### config.mk
export PLATFORM = sky130hd
export DESIGN_NAME = cfg_regbank
export DESIGN_NICKNAME = d
export VERILOG_FILES = /design/src/rtl/ctrl_regbank_pkg.sv /design/src/rtl/cfg_regbank_ch.sv /design/src/rtl/cfg_regbank.sv
export SDC_FILE = /design/constraint.sdc
export NUM_CORES = 1
export LEC_CHECK = 0
export ABC_AREA = 1
export CAP_MARGIN = 10
export CORE_ASPECT_RATIO = 0.8
export CORE_MARGIN = 5
export CORE_UTILIZATION = 50
export CTS_CLUSTER_DIAMETER = 80
export DETAILED_ROUTE_END_ITERATION = 10
export GPL_TIMING_DRIVEN = 0
export PLACE_DENSITY = 0.9
export SLEW_MARGIN = 5
export SYNTH_ARGS = -nofsm -noshare
export SYNTH_HDL_FRONTEND = slang
export SYNTH_SLANG_ARGS = --single-unit
### constraint.sdc
create_clock -name clk_200m -period 2.66 [get_ports clk_200m]
set_clock_uncertainty 0.2 [all_clocks]
set_input_delay 0.266 -clock clk_200m [delete_from_list [all_inputs] [get_ports clk_200m]]
set_output_delay 0.266 -clock clk_200m [all_outputs]
set_load 0.02 [all_outputs]
### src/rtl/ctrl_regbank_pkg.sv
// ---------------------------------------------------------------------------
// ctrl_regbank_pkg
//
// Shared constants and types for the cfg_regbank configuration register bank:
//   - APB data width
//   - register offsets inside a channel's 16-word window and inside the
//     global window that follows the last channel
//   - the bank identification constant
//   - the register-kind enumeration produced by the address decoder
//
// Build option: REGBANK_SHADOW_EN selects the shadow/commit variant. When it
// is undefined, configuration writes land directly in the active registers
// and COMMIT becomes read-only.
// ---------------------------------------------------------------------------
package ctrl_regbank_pkg;

    localparam int DATA_W = 16;

    // Offsets within a channel window (off = 16*c + r).
    localparam logic [3:0] STS_OFF = 4'd14;
    localparam logic [3:0] SEL_OFF = 4'd15;

    // Offsets within the global window (off = 16*NUM_CH + r).
    localparam logic [3:0] COMMIT_OFF = 4'd0;
    localparam logic [3:0] PULSE_OFF  = 4'd1;
    localparam logic [3:0] ID_OFF     = 4'd2;

    localparam logic [DATA_W-1:0] REGBANK_ID = 16'hC0B1;

`ifdef REGBANK_SHADOW_EN
    localparam bit SHADOW_EN = 1'b1;
`else
    localparam bit SHADOW_EN = 1'b0;
`endif

    typedef enum logic [2:0] {
        K_NONE,
        K_CFG,
        K_STS,
        K_SEL,
        K_COMMIT,
        K_PULSE,
        K_ID
    } reg_kind_e;

    // Register kinds that accept APB writes. COMMIT only exists as a
    // writable register when there are shadow sets to commit.
    function automatic logic kind_writable(input reg_kind_e k);
        logic w;
        w = 1'b0;
        case (k)
            K_CFG, K_SEL, K_PULSE: w = 1'b1;
            K_COMMIT:              w = SHADOW_EN;
            default:               w = 1'b0;
        endcase
        return w;
    endfunction

endpackage

### src/rtl/cfg_regbank_ch.sv
// ---------------------------------------------------------------------------
// cfg_regbank_ch
//
// One channel of the configuration register bank: REGS_PER_CH config
// registers (shadow + active, or active only), a status capture register,
// a 4-bit readback selector and the channel's update pulse/toggle.
//
// Build option: REGBANK_SHADOW_EN (shadow registers and commit_i exist only
// when defined).
//
// Ports:
//   clk, rst_n      clock, asynchronous active-low reset
//   cfg_we_i        write wdata_i to config register idx_i
//   sel_we_i        write wdata_i[3:0] to the selector
//   commit_i        copy the whole shadow set into active (shadow build)
//   idx_i           register index for both writes and readback
//   wdata_i         APB write data
//   sts_we_i/sts_i  status capture strobe and value
//   active_o        flattened active registers, register r at [16r+15:16r]
//   rd_cfg_o        readback of config register idx_i
//   sts_o, sel_o    status and selector readback
//   upd_pulse_o     one-cycle pulse after the active set was updated
//   upd_toggle_o    flips together with every pulse
// ---------------------------------------------------------------------------
module cfg_regbank_ch
    import ctrl_regbank_pkg::*;
#(
    parameter int                REGS_PER_CH = 4,
    parameter logic [DATA_W-1:0] RESET_VAL   = 16'h0000
) (
    input  logic                          clk,
    input  logic                          rst_n,
    input  logic                          cfg_we_i,
    input  logic                          sel_we_i,
`ifdef REGBANK_SHADOW_EN
    input  logic                          commit_i,
`endif
    input  logic [3:0]                    idx_i,
    input  logic [DATA_W-1:0]             wdata_i,
    input  logic                          sts_we_i,
    input  logic [DATA_W-1:0]             sts_i,
    output logic [REGS_PER_CH*DATA_W-1:0] active_o,
    output logic [DATA_W-1:0]             rd_cfg_o,
    output logic [DATA_W-1:0]             sts_o,
    output logic [3:0]                    sel_o,
    output logic                          upd_pulse_o,
    output logic                          upd_toggle_o
);

    logic [DATA_W-1:0] active_q [REGS_PER_CH];
    logic [DATA_W-1:0] active_d [REGS_PER_CH];
`ifdef REGBANK_SHADOW_EN
    logic [DATA_W-1:0] shadow_q [REGS_PER_CH];
    logic [DATA_W-1:0] shadow_d [REGS_PER_CH];
`endif
    logic [DATA_W-1:0] sts_q, sts_d;
    logic [3:0]        sel_q, sel_d;
    logic              upd_pulse_q, upd_pulse_d;
    logic              upd_toggle_q, upd_toggle_d;

    always_comb begin
        active_d    = active_q;
        sts_d       = sts_we_i ? sts_i : sts_q;
        sel_d       = sel_we_i ? wdata_i[3:0] : sel_q;
        upd_pulse_d = 1'b0;
`ifdef REGBANK_SHADOW_EN
        shadow_d = shadow_q;
        for (int r = 0; r < REGS_PER_CH; r++) begin
            if (cfg_we_i && (idx_i == 4'(r))) begin
                shadow_d[r] = wdata_i;
            end
        end
        // The whole set moves in one edge; an unchanged set still pulses so
        // downstream sees every commit.
        if (commit_i) begin
            active_d    = shadow_q;
            upd_pulse_d = 1'b1;
        end
`else
        for (int r = 0; r < REGS_PER_CH; r++) begin
            if (cfg_we_i && (idx_i == 4'(r))) begin
                active_d[r] = wdata_i;
                upd_pulse_d = 1'b1;
            end
        end
`endif
        upd_toggle_d = upd_toggle_q ^ upd_pulse_d;
    end

    always_ff @(posedge clk or negedge rst_n) begin
        if (!rst_n) begin
            for (int r = 0; r < REGS_PER_CH; r++) begin
                active_q[r] <= RESET_VAL;
`ifdef REGBANK_SHADOW_EN
                shadow_q[r] <= RESET_VAL;
`endif
            end
            sts_q        <= '0;
            sel_q        <= '0;
            upd_pulse_q  <= 1'b0;
            upd_toggle_q <= 1'b0;
        end else begin
            active_q     <= active_d;
`ifdef REGBANK_SHADOW_EN
            shadow_q     <= shadow_d;
`endif
            sts_q        <= sts_d;
            sel_q        <= sel_d;
            upd_pulse_q  <= upd_pulse_d;
            upd_toggle_q <= upd_toggle_d;
        end
    end

    // Config readback: shadow by default, active when selector bit 0 is set.
    // Without shadow registers only the active set exists.
    always_comb begin
        rd_cfg_o = '0;
        for (int r = 0; r < REGS_PER_CH; r++) begin
            if (idx_i == 4'(r)) begin
`ifdef REGBANK_SHADOW_EN
                rd_cfg_o = sel_q[0] ? active_q[r] : shadow_q[r];
`else
                rd_cfg_o = active_q[r];
`endif
            end
        end
    end

    for (genvar r = 0; r < REGS_PER_CH; r++) begin : g_active
        assign active_o[r*DATA_W +: DATA_W] = active_q[r];
    end

    assign sts_o        = sts_q;
    assign sel_o        = sel_q;
    assign upd_pulse_o  = upd_pulse_q;
    assign upd_toggle_o = upd_toggle_q;

endmodule

### src/rtl/cfg_regbank.sv
// ---------------------------------------------------------------------------
// cfg_regbank
//
// APB slave configuration register bank for NUM_CH channels. Holds the APB
// decode, the read wait counter, the registered read mux and the software
// PULSE register; per-channel storage lives in cfg_regbank_ch.
//
// Build option: REGBANK_SHADOW_EN (shadow/commit variant when defined,
// direct-write variant when undefined).
//
// Ports:
//   clk_200m, rstn_200m       control clock, asynchronous active-low reset
//   req_psel/penable/pwrite   APB controls
//   req_paddr, req_pwdata     APB word address and write data
//   req_pready, req_prdata    transfer complete, read data
//   req_pslverr               error, valid with req_pready
//   sts_i, sts_we_i           per-channel status values and capture strobes
//   cfg_o                     active config, channel c reg r at word c*REGS_PER_CH+r
//   cfg_upd_pulse_o           one-cycle pulse per channel on active-set update
//   cfg_upd_toggle_o          per-channel toggle, flips with each pulse
//   sw_pulse_o                software self-clearing pulses
// ---------------------------------------------------------------------------
module cfg_regbank
    import ctrl_regbank_pkg::*;
#(
    parameter int                NUM_CH      = 4,
    parameter int                REGS_PER_CH = 4,
    parameter int                ADDR_W      = 21,
    parameter logic [ADDR_W-1:0] BASE_ADDR   = '0,
    parameter int                RD_WAIT     = 0,
    parameter logic [DATA_W-1:0] RESET_VAL   = 16'h0000
) (
    input  logic                                 clk_200m,
    input  logic                                 rstn_200m,
    input  logic                                 req_psel,
    input  logic                                 req_penable,
    input  logic                                 req_pwrite,
    input  logic [ADDR_W-1:0]                    req_paddr,
    input  logic [DATA_W-1:0]                    req_pwdata,
    output logic                                 req_pready,
    output logic [DATA_W-1:0]                    req_prdata,
    output logic                                 req_pslverr,
    input  logic [NUM_CH*DATA_W-1:0]             sts_i,
    input  logic [NUM_CH-1:0]                    sts_we_i,
    output logic [NUM_CH*REGS_PER_CH*DATA_W-1:0] cfg_o,
    output logic [NUM_CH-1:0]                    cfg_upd_pulse_o,
    output logic [NUM_CH-1:0]                    cfg_upd_toggle_o,
    output logic [DATA_W-1:0]                    sw_pulse_o
);

    localparam logic [ADDR_W-5:0] NUM_CH_A  = (ADDR_W-4)'(NUM_CH);
    localparam logic [3:0]        REGS_A    = 4'(REGS_PER_CH);
    localparam logic [1:0]        RD_WAIT_C = 2'(RD_WAIT);

    // ---------------- address decode ----------------
    logic [ADDR_W-1:0] off;
    logic [ADDR_W-5:0] ch_idx;
    logic [3:0]        reg_idx;
    reg_kind_e         kind;
    logic              acc_err;

    always_comb begin
        off     = req_paddr - BASE_ADDR;
        ch_idx  = off[ADDR_W-1:4];
        reg_idx = off[3:0];
        kind    = K_NONE;
        if (req_paddr >= BASE_ADDR) begin
            if (ch_idx < NUM_CH_A) begin
                if (reg_idx < REGS_A)          kind = K_CFG;
                else if (reg_idx == STS_OFF)   kind = K_STS;
                else if (reg_idx == SEL_OFF)   kind = K_SEL;
            end else if (ch_idx == NUM_CH_A) begin
                if (reg_idx == COMMIT_OFF)     kind = K_COMMIT;
                else if (reg_idx == PULSE_OFF) kind = K_PULSE;
                else if (reg_idx == ID_OFF)    kind = K_ID;
            end
        end
        acc_err = (kind == K_NONE) || (req_pwrite && !kind_writable(kind));
    end

    // ---------------- per-channel readback ----------------
    logic [DATA_W-1:0] ch_rd_cfg [NUM_CH];
    logic [DATA_W-1:0] ch_sts    [NUM_CH];
    logic [3:0]        ch_sel    [NUM_CH];
    logic [DATA_W-1:0] rd_mux;

    always_comb begin
        rd_mux = '0;
        for (int c = 0; c < NUM_CH; c++) begin
            if (ch_idx == (ADDR_W-4)'(c)) begin
                case (kind)
                    K_CFG:   rd_mux = ch_rd_cfg[c];
                    K_STS:   rd_mux = ch_sts[c];
                    K_SEL:   rd_mux = {12'h000, ch_sel[c]};
                    default: ;
                endcase
            end
        end
        if (kind == K_ID) rd_mux = REGBANK_ID;
    end

    // ---------------- APB sequencing ----------------
    // Handshake: a transfer is one setup cycle (psel & !penable) followed by
    // access cycles (psel & penable) until pready is seen high; the transfer
    // completes on the edge that ends the pready cycle. pslverr and prdata
    // are only meaningful while pready is high. Dropping psel before pready
    // abandons the transfer with no side effects.
    logic              pready_q, pready_d;
    logic              err_q, err_d;
    logic [DATA_W-1:0] prdata_q, prdata_d;
    logic [1:0]        wait_cnt_q, wait_cnt_d;
    logic [DATA_W-1:0] pulse_q, pulse_d;
    logic              setup, access, wr_fire;

    assign setup   = req_psel && !req_penable;
    assign access  = req_psel && req_penable;
    // Writes use the error flag captured at setup; the address is stable
    // through the transfer so it matches the current decode.
    assign wr_fire = access && req_pwrite && pready_q && !err_q;

    always_comb begin
        pready_d   = 1'b0;
        err_d      = err_q;
        prdata_d   = prdata_q;
        wait_cnt_d = wait_cnt_q;
        if (!req_psel) begin
            wait_cnt_d = '0;
        end else if (setup) begin
            wait_cnt_d = '0;
            pready_d   = req_pwrite || (RD_WAIT == 0);
            err_d      = acc_err;
            // Read data is frozen here, so a status capture on this same
            // edge is not visible to this read.
            prdata_d   = (req_pwrite || acc_err) ? '0 : rd_mux;
        end else if (!pready_q) begin
            wait_cnt_d = wait_cnt_q + 2'd1;
            pready_d   = ((wait_cnt_q + 2'd1) == RD_WAIT_C);
        end
        pulse_d = (wr_fire && (kind == K_PULSE)) ? req_pwdata : '0;
    end

    always_ff @(posedge clk_200m or negedge rstn_200m) begin
        if (!rstn_200m) begin
            pready_q   <= 1'b0;
            err_q      <= 1'b0;
            prdata_q   <= '0;
            wait_cnt_q <= '0;
            pulse_q    <= '0;
        end else begin
            pready_q   <= pready_d;
            err_q      <= err_d;
            prdata_q   <= prdata_d;
            wait_cnt_q <= wait_cnt_d;
            pulse_q    <= pulse_d;
        end
    end

    assign req_pready  = pready_q;
    assign req_pslverr = pready_q && err_q;
    assign req_prdata  = prdata_q;
    assign sw_pulse_o  = pulse_q;

    // ---------------- channels ----------------
    for (genvar c = 0; c < NUM_CH; c++) begin : g_ch
        logic ch_hit;
        assign ch_hit = (ch_idx == (ADDR_W-4)'(c));

        cfg_regbank_ch #(
            .REGS_PER_CH (REGS_PER_CH),
            .RESET_VAL   (RESET_VAL)
        ) u_ch (
            .clk          (clk_200m),
            .rst_n        (rstn_200m),
            .cfg_we_i     (wr_fire && (kind == K_CFG) && ch_hit),
            .sel_we_i     (wr_fire && (kind == K_SEL) && ch_hit),
`ifdef REGBANK_SHADOW_EN
            // Bits at or above NUM_CH have no channel and are dropped here.
            .commit_i     (wr_fire && (kind == K_COMMIT) && req_pwdata[c]),
`endif
            .idx_i        (reg_idx),
            .wdata_i      (req_pwdata),
            .sts_we_i     (sts_we_i[c]),
            .sts_i        (sts_i[c*DATA_W +: DATA_W]),
            .active_o     (cfg_o[c*REGS_PER_CH*DATA_W +: REGS_PER_CH*DATA_W]),
            .rd_cfg_o     (ch_rd_cfg[c]),
            .sts_o        (ch_sts[c]),
            .sel_o        (ch_sel[c]),
            .upd_pulse_o  (cfg_upd_pulse_o[c]),
            .upd_toggle_o (cfg_upd_toggle_o[c])
        );
    end

endmodule

==> results.sh <==
export IMPL_drv_slew=0
export IMPL_endpoint_kind="register"
export IMPL_synthMuxAreaShare_pct=0.4497
export IMPL_worst_ep_required_time_ns=2.90
export IMPL_clock_root_buffer="clkbuf_16"
export IMPL_synth_compound_area_share_pct=17.28
export IMPL_crit_top_cell="nand2_1"
export IMPL_grt_pass1_vias=17637
export IMPL_drtAntennaViolNets=0
export IMPL_netlist_area_leader_share_pct=54.25
export IMPL_async_flop_share_pct=100.0
export IMPL_ir_worst_vdd_mv=0.4297
export IMPL_clock_path_buffers=3
export IMPL_cp_max_fo=10
export IMPL_layout_setup_ws_ns=0.02308
export IMPL_dp_hpwl_mm=57.69
export IMPL_ys_seq_area_share_pct=54.25
export IMPL_critPathArrivalTime_ns=2.88
export IMPL_path_delay_family="simple AND/OR/NAND/NOR gates"
export IMPL_track_usage_pct=38.51
export IMPL_rows=61
export IMPL_via_per_inst=5.961
export IMPL_p_comb_share_pct=6.3
export IMPL_multi_input_area_sq_mm=0.006882
export IMPL_clk_latency_ns=0.56
export IMPL_ys_ff_latch=380
export IMPL_fin_nets=2642
export IMPL_cp_num_buf_inv=3
export IMPL_ys_flop_type="dfrtp_1"
export IMPL_power_uw=12450
export IMPL_fill_cells=2737
export IMPL_cts_sinks=380
export IMPL_hold_class="input port to register"
export IMPL_antenna_found_initial=3
export IMPL_setup_viol=0
export IMPL_syn_num_nets=2166
export IMPL_p_leak_uw=0.01113
export IMPL_die_area_sq_mm=0.03892
export IMPL_max_stage_delay_ns=0.42
export IMPL_routedWlPerCell_um=25.46
export IMPL_crit_type="input port to register"
export IMPL_h_tree_depth=2
export IMPL_ys_warn_count=0
export IMPL_layout_drive_gt1_share_pct=12.00
export IMPL_pre_cts_ws_ns=-1.301
export IMPL_grt_overflow_total=0
export IMPL_cp_cell_sequence="dlygate4sd2_1 > nor2_4 > nand2_2 > nor2_4 > inv_1 > buf_2 > nor2_1 > o21ai_0 > o21ai_1 > o211ai_1 > nand2_1 > o21ai_1 > nand2_1 > nand2_1"
export IMPL_powerDensity_mw_per_mm2=515.2
export IMPL_period_needed_ns=2.637
export IMPL_drc=0
export IMPL_rsz0062_at_grt="true"
export IMPL_port_buffers=404
export IMPL_synthTopCellsByArea="dfrtp_1 54%, nand2_1 13%, o21ai_1 6.8%"
export IMPL_yosysUniqueCellTypes=43
export IMPL_cts_tree="yes"
export IMPL_pin_count=408
export IMPL_pwr_share_seq_pct=47.4
export IMPL_synth_top_area_cell="dfrtp_1"
export IMPL_netlist_area_sq_mm=0.01753
export IMPL_worst_pin_slew_ns=0.9119
export IMPL_drv_cap=0
export IMPL_hold_ws_ns=0.04380
export IMPL_relSlewSlack_pct=39.21
export IMPL_syn_inst=2055
export IMPL_drtIter0Drc=2465
export IMPL_grt_pass1_wl_mm=111.5
export IMPL_status="finished, final reports clean"
export IMPL_wl_mm=77.16
export IMPL_grt_max_degree=118
export IMPL_clkTransAtPathRegs_ns=0.06
export IMPL_initial_core_util_pct=50.58
export IMPL_fin_crit_sh_pct=99.13
export IMPL_yosys_area_share_simple_pct=19.88
export IMPL_finalNonFillerCells=3031
export IMPL_synth_avg_cell_area_sq_um=8.529
export IMPL_synthXorXnorAreaFrac_pct=0.2498
export IMPL_seqCellArea_sq_mm=0.009509
export IMPL_synth_edf_count=0
export IMPL_area_growth_pct=37.87
export IMPL_fmax_mhz=379.2
export IMPL_p_sw_uw=3001
export IMPL_dr_pass1_iters=6
export IMPL_numCtsBuffers=40
export IMPL_die_w_um=219.3
export IMPL_finalHoldViolCount=0
export IMPL_slowest_stage="o21ai_1"
export IMPL_swShare_pct=24.10
export IMPL_clkPwrFrac_pct=46.3
export IMPL_placed_cells=2934
export IMPL_synth_top_family_by_area="simple AND/OR/NAND/NOR gates"
export IMPL_vias=18067
export IMPL_synthAdderAreaFrac_pct=0.07138
export IMPL_globalplace_congestion=1.044
export IMPL_coreArea_sq_mm=0.03465
export IMPL_die_y_um=177.5
export IMPL_p_int_uw=9449
export IMPL_diodes=0
export IMPL_startpoint_type="input port"
[power groups by stage]
stage          clock (uW)  combinational [uW]  sequential, uW
2_1_floorplan           0                 261            6000
3_3_place_gp            0                 703            6020
3_5_place_dp            0                 732            6010
4_1_cts              5730                 758            5900
5_1_grt              5980                 843            5910
6_report             5770                 782            5900
[state kept, by name (all words and copies together), names as in the netlist]
| register | cells |
|---|---|
| g_ch.u_ch.sel_o | 16 |
| g_ch.u_ch.active_o | 256 |
| g_ch.u_ch.sts_o | 64 |
| g_ch.u_ch.upd_pulse_o | 4 |
| req_pready | 1 |
| req_prdata | 16 |
| err_q | 1 |
| g_ch.u_ch.upd_toggle_o | 4 |
| wait_cnt_q | 2 |
| sw_pulse_o | 16 |
[cell usage after synthesis, drive strengths merged (7+ instances only)]
| cell type | instances |
|---|---|
| nand2 | 632 |
| o21ai | 456 |
| dfrtp | 380 |
| inv | 142 |
| nor2 | 123 |
| buf | 77 |
| clkbuf | 61 |
| nand3 | 48 |
| o211ai | 28 |
| a21oi | 23 |
| nand4 | 15 |
| o22ai | 13 |
| a22oi | 10 |
| o221ai | 8 |
| mux2 | 7 |
[worst min-delay path: stages]
cell and delay, ns:
dlymetal6s2s_1 0.20, inv_1 0.10, nor2_1 0.06, nand2_1 0.07, nor2_1 0.05
[kinds of logic after synthesis]
kind of cell / count (synthesis)
compound gates: 551
xor+xnor: 5
fa+ha+maj: 1
buf+inv: 285
flops: 380
mux: 7
simple gates: 826
[layout by cell type (no fill, tap or decap), types with 28 or more instances in the layout]
cell type        netlist  layout
nor2_1               107      99
o211ai_1              28      28
nand3_1               47      42
clkbuf_1              60      49
clkbuf_16              0      41
nand2_1              611     607
o21ai_2               24      35
o21ai_1              239     254
clkdlybuf4s50_1        0     394
dfrtp_1              380     380
o21ai_0              193     167
buf_6                 24      29
buf_4                 22      49
inv_1                138     136
[final cells by class]
type | count | area share, %
Sequential cell | 380 | 39.35
Multi-Input combinational cell | 1390 | 28.48
Timing Repair Buffer | 435 | 18.05
Clock buffer | 54 | 4.737
Buffer | 137 | 3.878
Tap cell | 472 | 2.444
Inverter | 147 | 2.314
Clock inverter | 16 | 0.7456
[timing repair]
action | CTS | global route
resized for setup | 92 | 56
cloned | 0 | 1
hold buffers | 4 | 1
setup endpoints to repair | 291 | 292
pin swaps | 12 | 11
endpoints found under the hold margin | 138 | 1
buffers inserted | 16 | 6
[final timing paths]
| path | from | endpoint | slack [ns] | depth (start not counted) |
|---|---|---|---|---|
| max in group asynchronous | rstn_200m | sw_pulse_o[5] | 0.68 | 4 |
| hold reg to reg | g_ch[2].u_ch.upd_toggle_o | g_ch[2].u_ch.upd_toggle_o | 0.27 | 1 |
| hold / removal | req_paddr[4] | g_ch[3].u_ch.upd_pulse_o | 0.04 | 5 |
| min in group asynchronous | rstn_200m | g_ch[3].u_ch.upd_pulse_o | 0.10 | 2 |
| setup / recovery | req_paddr[2] | req_prdata[13] | 0.02 | 14 |
| setup reg to reg | req_pready | sw_pulse_o[8] | 0.12 | 5 |
[layer usage]
| layer | up-vias | routed length, um | part of all wire (%) | track usage [%] |
|---|---|---|---|---|
| li1 | 7687 | - | - | - |
| met1 | 8721 | 29240 | 38 | 51.57 |
| met2 | 1415 | 33390 | 43 | 57.61 |
| met3 | 240 | 10330 | 13 | 12.31 |
| met4 | 4 | 4171 | 5.4 | 17.50 |
| met5 | - | 34 | 0.044 | 0 |
[metrics by stage]
stage	cell area [sq um]	TNS [ns]	utilization, %
2_1_floorplan	17530	0	-
5_1_grt	24170	-0.5241	69.74
4_1_cts	23970	0	69.18
3_5_place_dp	22250	-240.36	64.21
6_report	24170	0	69.74
3_3_place_gp	22160	-5853.19	63.96
(Power assumes the default switching activity.)
